**config.mk**
```make
export PLATFORM = sky130hd
export DESIGN_NAME = vga_capture
export DESIGN_NICKNAME = d
export VERILOG_FILES = /design/src/rtl/vga_pkg.sv /design/src/rtl/vga_sync_sampler.sv /design/src/rtl/vga_capture.sv
export SDC_FILE = /design/constraint.sdc
export NUM_CORES = 1
export LEC_CHECK = 0
export CAP_MARGIN = 20
export CORE_AREA = 2 2 106 98
export CTS_BUF_LIST = sky130_fd_sc_hd__clkbuf_4 sky130_fd_sc_hd__clkbuf_8
export CTS_CLUSTER_DIAMETER = 40
export DETAILED_ROUTE_END_ITERATION = 8
export DIE_AREA = 0 0 108 100
export DONT_BUFFER_PORTS = 1
export PLACE_DENSITY = 0.75
export SLEW_MARGIN = 20
export SYNTH_ARGS = -nofsm -noshare
export SYNTH_HDL_FRONTEND = slang
export SYNTH_SLANG_ARGS = --single-unit
```
**constraint.sdc**
```tcl
create_clock -name clk -period 2.2 [get_ports clk]
set_input_delay 0.22 -clock clk [delete_from_list [all_inputs] [get_ports clk]]
set_output_delay 0.22 -clock clk [all_outputs]
set_load 0.03 [all_outputs]
```
**src/rtl/vga_pkg.sv**
```systemverilog
// Shared VGA timing defaults and capture FSM state encoding.
`default_nettype none
package vga_pkg;

  localparam int H_ACTIVE_DEF = 640;
  localparam int H_FP         = 16;
  localparam int H_SYNC       = 96;
  localparam int H_BP         = 48;
  localparam int V_ACTIVE_DEF = 480;
  localparam int V_FP         = 10;
  localparam int V_SYNC       = 2;
  localparam int V_BP         = 33;

  typedef enum logic [2:0] {
    IDLE    = 3'd0,
    WAIT_VS = 3'd1,
    WAIT_VE = 3'd2,
    CAPTURE = 3'd3,
    DONE    = 3'd4
  } cap_state_t;

  function automatic logic [9:0] sat_inc10(input logic [9:0] v);
    return (v == 10'h3ff) ? v : v + 10'd1;
  endfunction

endpackage
`default_nettype wire

```
**src/rtl/vga_sync_sampler.sv**
```systemverilog
// Samples the VGA stream at mid-pixel (vgaclk falling edge seen in clk) and flags edges.
`default_nettype none
module vga_sync_sampler
  import vga_pkg::*;
#(
  parameter logic SYNC_POL = 1'b0
) (
  input  logic        clk,
  input  logic        rst,
  input  logic        vgaclk,
  input  logic        hsync,
  input  logic        vsync,
  input  logic        blank_b,
  input  logic [7:0]  r,
  input  logic [7:0]  g,
  input  logic [7:0]  b,
  output logic        smp,
  output logic        vs_act,
  output logic        blank,
  output logic [23:0] rgb,
  output logic        vs_rise,
  output logic        blank_fall,
  output logic        hs_edge
);

  logic vc_q;
  logic vs_prev;
  logic bl_prev;
  logic hs_prev;
  logic hs_act;

  // Previous values only advance on sample cycles so edges are pixel-to-pixel.
  always_ff @(posedge clk) begin
    if (rst) begin
      vc_q    <= 1'b0;
      vs_prev <= 1'b0;
      bl_prev <= 1'b0;
      hs_prev <= 1'b0;
    end else begin
      vc_q <= vgaclk;
      if (smp) begin
        vs_prev <= vs_act;
        bl_prev <= blank_b;
        hs_prev <= hs_act;
      end
    end
  end

  assign smp        = vc_q & ~vgaclk;
  assign vs_act     = (vsync == SYNC_POL);
  assign hs_act     = (hsync == SYNC_POL);
  assign blank      = blank_b;
  assign rgb        = {r, g, b};
  assign vs_rise    = smp & vs_act & ~vs_prev;
  assign blank_fall = smp & bl_prev & ~blank_b;
  assign hs_edge    = smp & hs_act & ~hs_prev;

endmodule
`default_nettype wire

```
**src/rtl/vga_capture.sv**
```systemverilog
// Captures one VGA frame into a linear frame-buffer write port, checking geometry.
`default_nettype none
module vga_capture
  import vga_pkg::*;
#(
  parameter int H_ACTIVE = H_ACTIVE_DEF,
  parameter int V_ACTIVE = V_ACTIVE_DEF,
  parameter int ADDR_W   = 19,
  parameter int SYNC_POL = 0
) (
  input  logic              clk,
  input  logic              rst,
  input  logic              start,
  input  logic              vgaclk,
  input  logic              hsync,
  input  logic              vsync,
  input  logic              blank_b,
  input  logic [7:0]        r,
  input  logic [7:0]        g,
  input  logic [7:0]        b,
  output logic              wr_en,
  output logic [ADDR_W-1:0] wr_addr,
  output logic [23:0]       wr_data,
  output logic              busy,
  output logic              frame_done,
  output logic              err,
  output logic [9:0]        lines
);

  // x counts one past H_ACTIVE and then holds, so overlong lines never wrap.
  localparam int                XW        = $clog2(H_ACTIVE + 2);
  localparam logic [XW-1:0]     X_END     = XW'(H_ACTIVE);
  localparam logic [XW-1:0]     X_ONE     = XW'(1);
  localparam logic [9:0]        Y_END     = 10'(V_ACTIVE);
  localparam logic [ADDR_W-1:0] LINE_STEP = ADDR_W'(H_ACTIVE);
  localparam logic [ADDR_W-1:0] A_ONE     = ADDR_W'(1);

  logic              smp, vs_act, blank, vs_rise, blank_fall, hs_edge;
  logic [23:0]       rgb;
  cap_state_t        state;
  logic [XW-1:0]     x;
  logic [9:0]        y;
  logic [9:0]        y_end;
  logic [ADDR_W-1:0] addr;
  logic [ADDR_W-1:0] line_base;
  logic              in_range;

  vga_sync_sampler #(
    .SYNC_POL (SYNC_POL[0])
  ) u_sampler (
    .clk        (clk),
    .rst        (rst),
    .vgaclk     (vgaclk),
    .hsync      (hsync),
    .vsync      (vsync),
    .blank_b    (blank_b),
    .r          (r),
    .g          (g),
    .b          (b),
    .smp        (smp),
    .vs_act     (vs_act),
    .blank      (blank),
    .rgb        (rgb),
    .vs_rise    (vs_rise),
    .blank_fall (blank_fall),
    .hs_edge    (hs_edge)
  );

  // Line end is folded in first so a coincident frame end sees the updated count.
  assign y_end    = blank_fall ? sat_inc10(y) : y;
  assign in_range = (x < X_END) && (y < Y_END);

  always_ff @(posedge clk) begin
    if (rst) begin
      state      <= IDLE;
      wr_en      <= 1'b0;
      wr_addr    <= '0;
      wr_data    <= '0;
      busy       <= 1'b0;
      frame_done <= 1'b0;
      err        <= 1'b0;
      lines      <= '0;
      x          <= '0;
      y          <= '0;
      addr       <= '0;
      line_base  <= '0;
    end else begin
      wr_en      <= 1'b0;
      frame_done <= 1'b0;
      case (state)
        IDLE: begin
          if (start) begin
            state     <= WAIT_VS;
            busy      <= 1'b1;
            err       <= 1'b0;
            x         <= '0;
            y         <= '0;
            addr      <= '0;
            line_base <= '0;
          end
        end
        WAIT_VS: begin
          if (smp && vs_act) begin
            state     <= WAIT_VE;
            x         <= '0;
            y         <= '0;
            addr      <= '0;
            line_base <= '0;
          end
        end
        WAIT_VE: begin
          if (smp && !vs_act) state <= CAPTURE;
        end
        CAPTURE: begin
          if (smp) begin
            if (blank) begin
              if (in_range) begin
                wr_en   <= 1'b1;
                wr_addr <= addr;
                wr_data <= rgb;
              end else begin
                err <= 1'b1;
              end
              if (x <= X_END) x <= x + X_ONE;
              addr <= addr + A_ONE;
            end
            if (hs_edge && blank) err <= 1'b1;
            if (blank_fall) begin
              if (x != X_END) err <= 1'b1;
              y         <= y_end;
              x         <= '0;
              line_base <= line_base + LINE_STEP;
              addr      <= line_base + LINE_STEP;
            end
            if (vs_rise) begin
              if (y_end != Y_END) err <= 1'b1;
              state      <= DONE;
              busy       <= 1'b0;
              frame_done <= 1'b1;
              lines      <= y_end;
            end
          end
        end
        DONE:    state <= IDLE;
        default: state <= IDLE;
      endcase
    end
  end

endmodule
`default_nettype wire

```
Word level (Yosys, flattened, before mapping) --
Index checks and enable logic that the tools add are counted.
Operators by class: order comparisons 3, eq/ne operators 14, add/subtract/negate cells 4, muxes and demuxes 43, reduce and logical (&&, ||, !) cells 17, bitwise gates (word level) 15
Operators by type and width (count):
- two-way mux 19 bit | 7
- one-hot mux 19 bit (3 select lines) | 2
- two-way mux 10 bit | 10
- one-hot mux 10 bit (3 select lines) | 2
- adder 10 x 1 -> 10 bit (second input constant) | 2
- adder 19 x 1 -> 19 bit (second input constant) | 1
- adder 19 x 10 -> 19 bit (second input constant) | 1
- two-way mux 3 bit | 5
- AND reduction 5 bit | 3
- two-way mux 1 bit | 14
- one-hot mux 3 bit (4 select lines) | 1
- equality test 10 bit (second input constant) | 1
- <= comparator 10 bit (second input constant) | 1
- less-than comparator 10 bit (second input constant) | 1
- less-than comparator 10 x 9 -> 1 bit (second input constant) | 1
- != test 10 bit (second input constant) | 1
- != test 10 x 9 -> 1 bit (second input constant) | 1
- != test 2 bit (second input constant) | 5
- NOT 1 bit | 8
- AND reduction 4 bit | 2
- AND 1 bit | 7
- equality test 3 x 2 -> 1 bit (second input constant) | 2
- != test 3 bit (second input constant) | 2
- AND reduction 3 bit | 2
- other kinds (10) | 14
Word-level totals: logic and storage cells 112, bits in registers 122, input port bits 31, output and inout port bits 57

Logic depth before layout (Yosys ltp) --
Gate-level depths: netlist of the first run.
depth in word-level cells 12, mapped depth 9, gate-level depth less buffers 7

Hierarchy --
A second synthesis of the first run with hierarchy kept.
Unflattened totals: cells, all modules 693, area, all modules 5597.9 um^2
By module, submodules not included:
- vga_capture | seq. area each 2222.1 um^2, cells each 648, area an instance 5222.5 um^2, instances 1
- vga_sync_sampler | seq. area each 80.1 um^2, cells each 45, area an instance 375.4 um^2, instances 1

Least setup slack after synthesis of the first run --
Ideal clock, no wire load.
path type register to register, start point register y[0], end point register err, library setup time 0.124 ns, period minus slack after synthesis 1.957 ns, arrival time 1.833 ns, path slack 0.243 ns, cell stages (with the launch flop) 9, path through dfxtp_1 > ha_1 > and4_1 > a31oi_1 > clkbuf_1 > nand3b_1 > a211oi_1 > and4_1 > o21ai_0
On the way: cells in the longest elaborated chain, start to end 11, elaborated cells between the ends (all ways) 16, those cells by class add/sub (1); order compare (1); eq/ne (2); mux (11); reduce/logical (1)
Ends and longest elaborated chain:
- from (decl) | RTL line vga_capture.sv:42 | logic [9:0] y;
- from (signal assigned) | RTL line vga_capture.sv:130 | y <= y_end;
- less-than comparator 10 x 9 -> 1 bit | RTL line vga_capture.sv:71 | assign in_range = (x < X_END) && (y < Y_END);
- logical AND 1 bit | RTL line vga_capture.sv:71
- two-way mux 1 bit | RTL line vga_capture.sv:117 | if (in_range) begin
- two-way mux 1 bit | RTL line vga_capture.sv:116 | if (blank) begin
- two-way mux 1 bit | RTL line vga_capture.sv:127 | if (hs_edge && blank) err <= 1'b1;
- two-way mux 1 bit | RTL line vga_capture.sv:129 | if (x != X_END) err <= 1'b1;
- two-way mux 1 bit | RTL line vga_capture.sv:128 | if (blank_fall) begin
- two-way mux 1 bit | RTL line vga_capture.sv:136 | if (y_end != Y_END) err <= 1'b1;
- two-way mux 1 bit * | RTL line vga_capture.sv:135 | if (vs_rise) begin
- two-way mux 1 bit * | RTL line vga_capture.sv:115 | if (smp) begin
- one-hot mux 1 bit (2 select lines) * | RTL line vga_capture.sv:90 | case (state)
- to (signal assigned) | RTL line vga_capture.sv:95 | err <= 1'b0;
- to (signal assigned) | RTL line vga_capture.sv:122 | err <= 1'b1;
- to (signal assigned) | RTL line vga_capture.sv:136
- to (decl) | RTL line vga_capture.sv:26 | output logic err,
Mark *: on every way between the ends. The rest lies on a longest branch, timed or not. The select of a mux whose other input is x is not followed. A chain may end at the register's enable or synchronous reset.

Final worst setup path of the first run --
start point register state[0], end point register x[7]
On the way: cells in the longest elaborated chain, start to end 3, elaborated cells between the ends (all ways) 11, those cells by class eq/ne (7); mux (1); reduce/logical (3)
Ends and longest elaborated chain:
- from (decl) | RTL line vga_capture.sv:40 | cap_state_t state;
- from (signal assigned) | RTL line vga_capture.sv:75 | state <= IDLE;
- from (signal assigned) | RTL line vga_capture.sv:93 | state <= WAIT_VS;
- from (signal assigned) | RTL line vga_capture.sv:104 | state <= WAIT_VE;
- equality test 3 x 2 -> 1 bit, or another cell as far along | RTL line vga_capture.sv:90
- != test 3 bit (no line), or another cell as far along
- AND reduction 6 bit (no line)
- to (signal assigned) | RTL line vga_capture.sv:124 | if (x <= X_END) x <= x + X_ONE;
- to (decl) | RTL line vga_capture.sv:41 | logic [XW-1:0] x;
Several ways; a longest one is shown, not always the timed one.

==> impl_metrics.env, run 1 <==
export IMPL_relSlewSlack_pct=62.50
export IMPL_antenna_found_initial=0
export IMPL_port_buffers=0
export IMPL_powerDensity_nw_per_um2=676.2
export IMPL_regArea_sq_um=2305
export IMPL_ys_warn_count=0
export IMPL_syn_inst=648
export IMPL_yosysSeqAreaShare_pct=43.98
export IMPL_placed_cell_area_sq_um=5514
export IMPL_leakage_nw=2.161
export IMPL_finalNetCount=730
export IMPL_ir_drop_mv=0.4603
export IMPL_drive_above_1_share_pct=11.90
export IMPL_cap_violations=0
export IMPL_synth_edf_count=0
export IMPL_period_share_pct=95.32
export IMPL_cp_end_kind="register"
export IMPL_busiest_layer="met2"
export IMPL_detailedRoute_firstPassIterationCount=6
export IMPL_async_reset_ff_share_pct=0
export IMPL_core_area_sq_um=9853
export IMPL_fp_dieW_um=108
export IMPL_fin_skew_ns=0.01133
export IMPL_ys_types=63
export IMPL_synth_top_cell_area_share_pct=43.98
export IMPL_setup_viol=0
export IMPL_h_tree_depth=4
export IMPL_hpwl_mm=8.774
export IMPL_cp_max_fo=11
export IMPL_area_growth_pct=19.46
export IMPL_cts_made_buffers=17
export IMPL_die_area_sq_um=10800
export IMPL_rows=35
export IMPL_cts_root_buffer="clkbuf_8"
export IMPL_syn_area_sq_um=5235
export IMPL_ant_nets=0
export IMPL_layout_commonest_cell="nand2_1"
export IMPL_status="finished, final reports clean"
export IMPL_hold_class="in2reg"
export IMPL_stdcell_area_sq_um=6254
export IMPL_syn_nets=684
export IMPL_routedWlPerCell_um=16.12
export IMPL_ios=88
export IMPL_grt_util_all_layers_pct=25.69
export IMPL_ys_ff_latch=115
export IMPL_avgSynthCellArea_sq_um=8.079
export IMPL_ys_flop_type="dfxtp_1"
export IMPL_crit_type="reg2reg"
export IMPL_drtIter0Drc=388
export IMPL_hold_violations=0
export IMPL_clk_pin_slew_ns=0.07
export IMPL_clock_fmax_mhz=476.8
export IMPL_final_cell_mix="138 x nand2_1, 113 x dfxtp_1, 71 x a21oi_1, 45 x nor2_1, 34 x buf_4"
export IMPL_grt_pass1_vias=4752
export IMPL_met3_usage_pct=6.623
export IMPL_start_util_pct=53.13
export IMPL_via_per_inst=5.840
export IMPL_utilization_pct=63.47
export IMPL_start_kind="register"
export IMPL_grt_setup_unrepaired="yes"
export IMPL_worst_pin_slew_ns=0.5613
export IMPL_dieHeight_um=100
export IMPL_tritoncts="yes"
export IMPL_n_fill_cell=830
export IMPL_multi_input_area_sq_um=2761
export IMPL_slew_violations=0
export IMPL_worstPathArrival_ns=2.47
export IMPL_drcViolationCount=0
export IMPL_grt_pass1_wl_mm=22.11
export IMPL_overflow=0
export IMPL_use_met2_pct=42.19
export IMPL_place_congestion=0.8615
export IMPL_clk_path_buf_depth=2
export IMPL_yosysTopAreaCell="dfxtp_1"
export IMPL_drt_total_wl_mm=13.46
export IMPL_ys_top_cells_by_area="dfxtp_1 44%, nand2_1 9.9%, a21oi_1 6.8%"
export IMPL_num_vias=4876
export IMPL_clk_latency_ns=0.44
export IMPL_clock_sinks=115
export IMPL_num_antenna_cells=0
export IMPL_crit_required_ns=2.57
export IMPL_period_minus_slack_ns=2.097
export IMPL_met1_usage_pct=32.45
export IMPL_grt_max_degree=73
[Yosys cell counts, drive strengths merged (2+ instances only)]
library cell	n
nand2	138
dfxtp	115
a21oi	72
nor2	47
o21ai	27
clkbuf	23
nand3	17
buf	15
inv	14
xnor2	14
xor2	14
nand4	13
and2	11
and3	11
o31ai	10
a211oi	9
nor3	8
nor4	8
a31oi	7
o211ai	7
and4	6
mux2i	6
ha	5
or4	5
nor3b	4
o22ai	4
o21a	3
o32ai	3
a211o	2
a2bb2oi	2
a311oi	2
a32o	2
nand2b	2
nand3b	2
or3	2
[timing repair]
action / 4_1_cts / 5_1_grt
endpoints found under the hold margin: 73 / 0
pin swaps: 0 / 0
hold buffers: 29 / 0
endpoints found under the setup margin: 18 / 15
gates resized for setup: 2 / 11
setup buffers: 0 / 0
[metal layers]
metal  part of all wire, %  routed length [um]  vias to the layer above
li1                      -                   -                     2371
met1                    43                5850                     2309
met2                    48                6499                      175
met3                   6.8                 913                       21
met4                   1.5                 199                        0
met5                     0                   0                        -
[power breakdown]
group | leakage [nW] | switching [mW] | internal (mW)
Combinational | 1.05 | 0.121 | 0.102
Sequential | 0.928 | 0.0220 | 2.09
Clock | 0.183 | 0.899 | 0.990
Total | 2.16 | 1.04 | 3.19
[sequential cells by signal (all words and copies together) (netlist names)]
register	flops
wr_addr	19
u_sampler.hs_prev	1
y	10
busy	1
err	1
x	10
wr_en	1
line_base	12
wr_data	24
frame_done	1
addr	19
u_sampler.vc_q	1
state	3
u_sampler.bl_prev	1
u_sampler.vs_prev	1
lines	10
[final timing paths]
check | from | end | slack (ns) | cells after the start
worst max register to register | state[0] | x[7] | 0.10 | 7
worst max-delay path | state[0] | x[7] | 0.10 | 7
worst min-delay path | rst | x[9] | 0.02 | 2
worst min register to register | addr[17] | wr_addr[17] | 0.47 | 2
[logic make-up after synthesis]
group	Yosys count	synth area share [%]
xor+xnor	28	4.685
fa+ha+maj	5	1.195
mux	6	1.147
flops	115	43.98
buf+inv	53	4.445
simple gates	281	25.60
compound gates	160	18.95
[layout make-up]
cell class / instances / share of cell area [%]
Multi-Input combinational cell: 480 / 44.16
Sequential cell: 115 / 36.85
Timing Repair Buffer: 65 / 9.504
Clock buffer: 17 / 3.741
Tap cell: 129 / 2.581
Clock inverter: 14 / 2.261
Inverter: 15 / 0.9004
[per-stage QoR]
stage	std cells	worst slack [ns]	hold slack, ns	total power [mW]	setup TNS, ns
floorplan	648	0.2429	0.3156	2.283	0
global placement	775	-0.005169	0.2996	2.305	-0.008742
detailed placement	775	-0.1846	0.3023	2.309	-0.6903
CTS	835	0.03796	0.06722	4.234	0
global route	835	-0.02307	0.009293	4.365	-0.03359
finish	835	0.1029	0.01725	4.228	0
[worst max-delay path, cell delays in order (launching register included)]
cell and delay [ns]:
dfxtp_2 0.39, nor3b_4 0.23, a31oi_2 0.11, buf_4 0.20
a211oi_4 0.30, nand3_2 0.20, or4_1 0.52, nand2_1 0.09
No activity file was read; power rests on OpenSTA's default activity.
==> inputs of run 2 (changes only) <==
--- a/config.mk
+++ b/config.mk
@@ -6,11 +6,10 @@
 export NUM_CORES = 1
 export LEC_CHECK = 0
 export CAP_MARGIN = 20
-export CORE_AREA = 2 2 106 98
-export CTS_BUF_LIST = sky130_fd_sc_hd__clkbuf_4 sky130_fd_sc_hd__clkbuf_8
+export CORE_AREA = 5 5 116 96
 export CTS_CLUSTER_DIAMETER = 40
 export DETAILED_ROUTE_END_ITERATION = 8
-export DIE_AREA = 0 0 108 100
+export DIE_AREA = 0 0 121 101
 export DONT_BUFFER_PORTS = 1
 export PLACE_DENSITY = 0.75
 export SLEW_MARGIN = 20
==> run 2 against run 1 <==
  * Fmax up 0.73%
  * Critical path depth stayed put
  * Wire length rose by 4.4%
  * Final area grew 3.4%
  * Cell count increased by 1.1%
  * First-iteration DRC count fell by 26%
  * Register-to-register slack better by 0.02 ns
  * Clock skew decreased by 0.0027 ns
  * Worst hold slack got worse by 0.0063 ns
  * Sequential share of layout area down 1.2 points
  * Combinational power is essentially flat
  * Die area is 13% higher
  * Largest power group is now clock
  * Highest routed layer unchanged
==> impl_metrics.env, run 2 (synthesized netlist as in run 1, its figures left out) <==
export IMPL_die_area_sq_um=12220
export IMPL_cp_max_fo=9
export IMPL_rows=33
export IMPL_setup_viol=0
export IMPL_clk_latency_ns=0.41
export IMPL_antenna_found_initial=0
export IMPL_reg2reg_depth=7
export IMPL_drcViolationCount=0
export IMPL_crit_path_top_delay_cell="or3_1"
export IMPL_relSlewSlack_pct=65.29
export IMPL_dieHeight_um=101
export IMPL_ant_nets=0
export IMPL_hpwl_mm=9.270
export IMPL_powerDensity_nw_per_um2=773.3
export IMPL_h_tree_depth=4
export IMPL_period_minus_slack_ns=2.082
export IMPL_max_stage_delay_ns=0.35
export IMPL_multi_input_area_sq_um=2763
export IMPL_regToRegStartpoint="y[1]"
export IMPL_grt_pass1_vias=4687
export IMPL_leakage_nw=2.255
export IMPL_largest_registers="wr_data (24), addr (19), wr_addr (19)"
export IMPL_r2r_end="err"
export IMPL_grt_util_all_layers_pct=23.59
export IMPL_n_fill_cell=784
export IMPL_largest_register="wr_data"
export IMPL_cts_made_buffers=17
export IMPL_start_kind="register"
export IMPL_period_share_pct=94.64
export IMPL_crit_type="reg2reg"
export IMPL_status="finished, final reports clean"
export IMPL_overflow=0
export IMPL_fp_dieW_um=121
export IMPL_met3_usage_pct=8.081
export IMPL_worst_pin_slew_ns=0.5201
export IMPL_clk_path_buf_depth=2
export IMPL_crit_required_ns=2.48
export IMPL_cap_violations=0
export IMPL_p_switching_mw=1.033
export IMPL_largest_reg_flops=24
export IMPL_combinationalPowerShare_pct=4.5
export IMPL_use_met2_pct=35.57
export IMPL_worstPathArrival_ns=2.37
export IMPL_regArea_sq_um=2306
export IMPL_clock_fmax_mhz=480.3
export IMPL_post_place_ws_ns=0.08434
export IMPL_fin_skew_ns=0.008631
export IMPL_grt_pass1_wl_mm=23.31
export IMPL_place_inst=786
export IMPL_rrSetupSlack_ns=0.12
export IMPL_min_from="vsync"
export IMPL_num_vias=4887
export IMPL_setup_slack_ns=0.1180
export IMPL_busiest_layer="met2"
export IMPL_place_congestion=0.9008
export IMPL_drtIter0Drc=287
export IMPL_met1_usage_pct=31.12
export IMPL_routedWlPerCell_um=16.65
export IMPL_ir_drop_mv=0.6520
export IMPL_port_buffers=0
export IMPL_hold_violations=0
export IMPL_num_antenna_cells=0
export IMPL_start_util_pct=52.61
export IMPL_clockPowerShare_pct=53.1
export IMPL_clk_pin_slew_ns=0.05
export IMPL_finalNetCount=729
export IMPL_drt_total_wl_mm=14.06
export IMPL_cp_cell_sequence="ha_1 -> and4_2 -> a31oi_4 -> or3_1 -> a211oi_1 -> and4_1 -> o21ai_0"
export IMPL_power_switching_share_pct=20.65
export IMPL_hold_depth=3
export IMPL_fin_cells=844
export IMPL_cp_end_kind="register"
export IMPL_drive_above_1_share_pct=11.51
export IMPL_internal_power_mw=3.968
export IMPL_clock_sinks=115
export IMPL_slew_violations=0
export IMPL_grt_max_degree=73
export IMPL_cts_root_buffer="clkbuf_16"
export IMPL_hold_class="in2reg"
export IMPL_utilization_pct=64.99
export IMPL_crit_start="y[1]"
export IMPL_via_per_inst=5.790
export IMPL_core_area_sq_um=9951
export IMPL_layout_commonest_cell="nand2_1"
export IMPL_p_seq_share_pct=42.4
export IMPL_detailedRoute_firstPassIterationCount=5
export IMPL_area_growth_pct=23.54
export IMPL_tritoncts="yes"
export IMPL_ios=88
export IMPL_final_cell_mix="138 x nand2_1, 112 x dfxtp_1, 71 x a21oi_1, 46 x nor2_1, 33 x buf_4"
export IMPL_min_to="u_sampler.vs_prev"
run 2: cell count changes in the layout (fill, tap and decap cells not counted), sizes merged:
cell,delta
clkbuf,+8
clkinvlp,-4
clkinv,-5
dlygate4sd3,-1
run 2: repair_timing:
item | CTS | global route
pin swaps | 0 | 2
buffers inserted | 0 | 0
endpoints found under the hold margin | 72 | 0
gates resized for setup | 1 | 12
endpoints found under the setup margin | 1 | 10
hold buffers | 28 | 0
run 2: critical path: cells and delay by family, from the launching register on:
| family | cells | cell delay (ns) |
|---|---|---|
| AO/OA/AOI/OAI | 3 | 0.49 |
| AND/OR/NAND/NOR | 3 | 0.90 |
| flip-flops | 1 | 0.33 |
| adder cells (fa/ha/maj) | 1 | 0.23 |
run 2: how the worst max path moves through the flow:
stage	cells after the start	slack (ns)	to
finish	7	0.12	err
floorplan	8	0.24	err
global route	7	-0.002	err
global placement	7	0.1	err
detailed placement	7	0.08	err
CTS	8	0.08	line_base[9]
run 2: power groups by stage:
stage / Clock [mW] / Combinational, mW / Sequential, mW
6_report: 2.65 / 0.226 / 2.12
5_1_grt: 2.80 / 0.243 / 2.12
4_1_cts: 2.69 / 0.221 / 2.12
3_5_place_dp: 0 / 0.155 / 2.16
3_3_place_gp: 0 / 0.150 / 2.16
2_1_floorplan: 0 / 0.131 / 2.15
run 2: per-layer routing:
metal | up-vias | part of all wire, %
met5 | - | 0
met1 | 2304 | 44
met2 | 186 | 46
li1 | 2368 | -
met3 | 29 | 8.0
met4 | 0 | 1.8
run 2: final cells by class:
| cell class | instances | share of cell area, % |
|---|---|---|
| clock inverters | 5 | 1.161 |
| repair buffers | 64 | 9.228 |
| clock buffers | 25 | 7.661 |
| well taps | 140 | 2.708 |
| flip-flops and latches | 115 | 35.65 |
| inverters | 15 | 0.8706 |
| multi-input cells | 480 | 42.72 |
run 2: through the flow:
step | setup TNS [ns] | area (sq um) | power (mW) | hold WS, ns
6_report | 0 | 6467 | 5.001 | 0.01093
5_1_grt | -0.001728 | 6467 | 5.167 | 0.02429
4_1_cts | 0 | 6421 | 5.031 | 0.001239
3_5_place_dp | 0 | 5547 | 2.318 | 0.2999
3_3_place_gp | 0 | 5547 | 2.312 | 0.2960
2_1_floorplan | 0 | 5235 | 2.283 | 0.3156
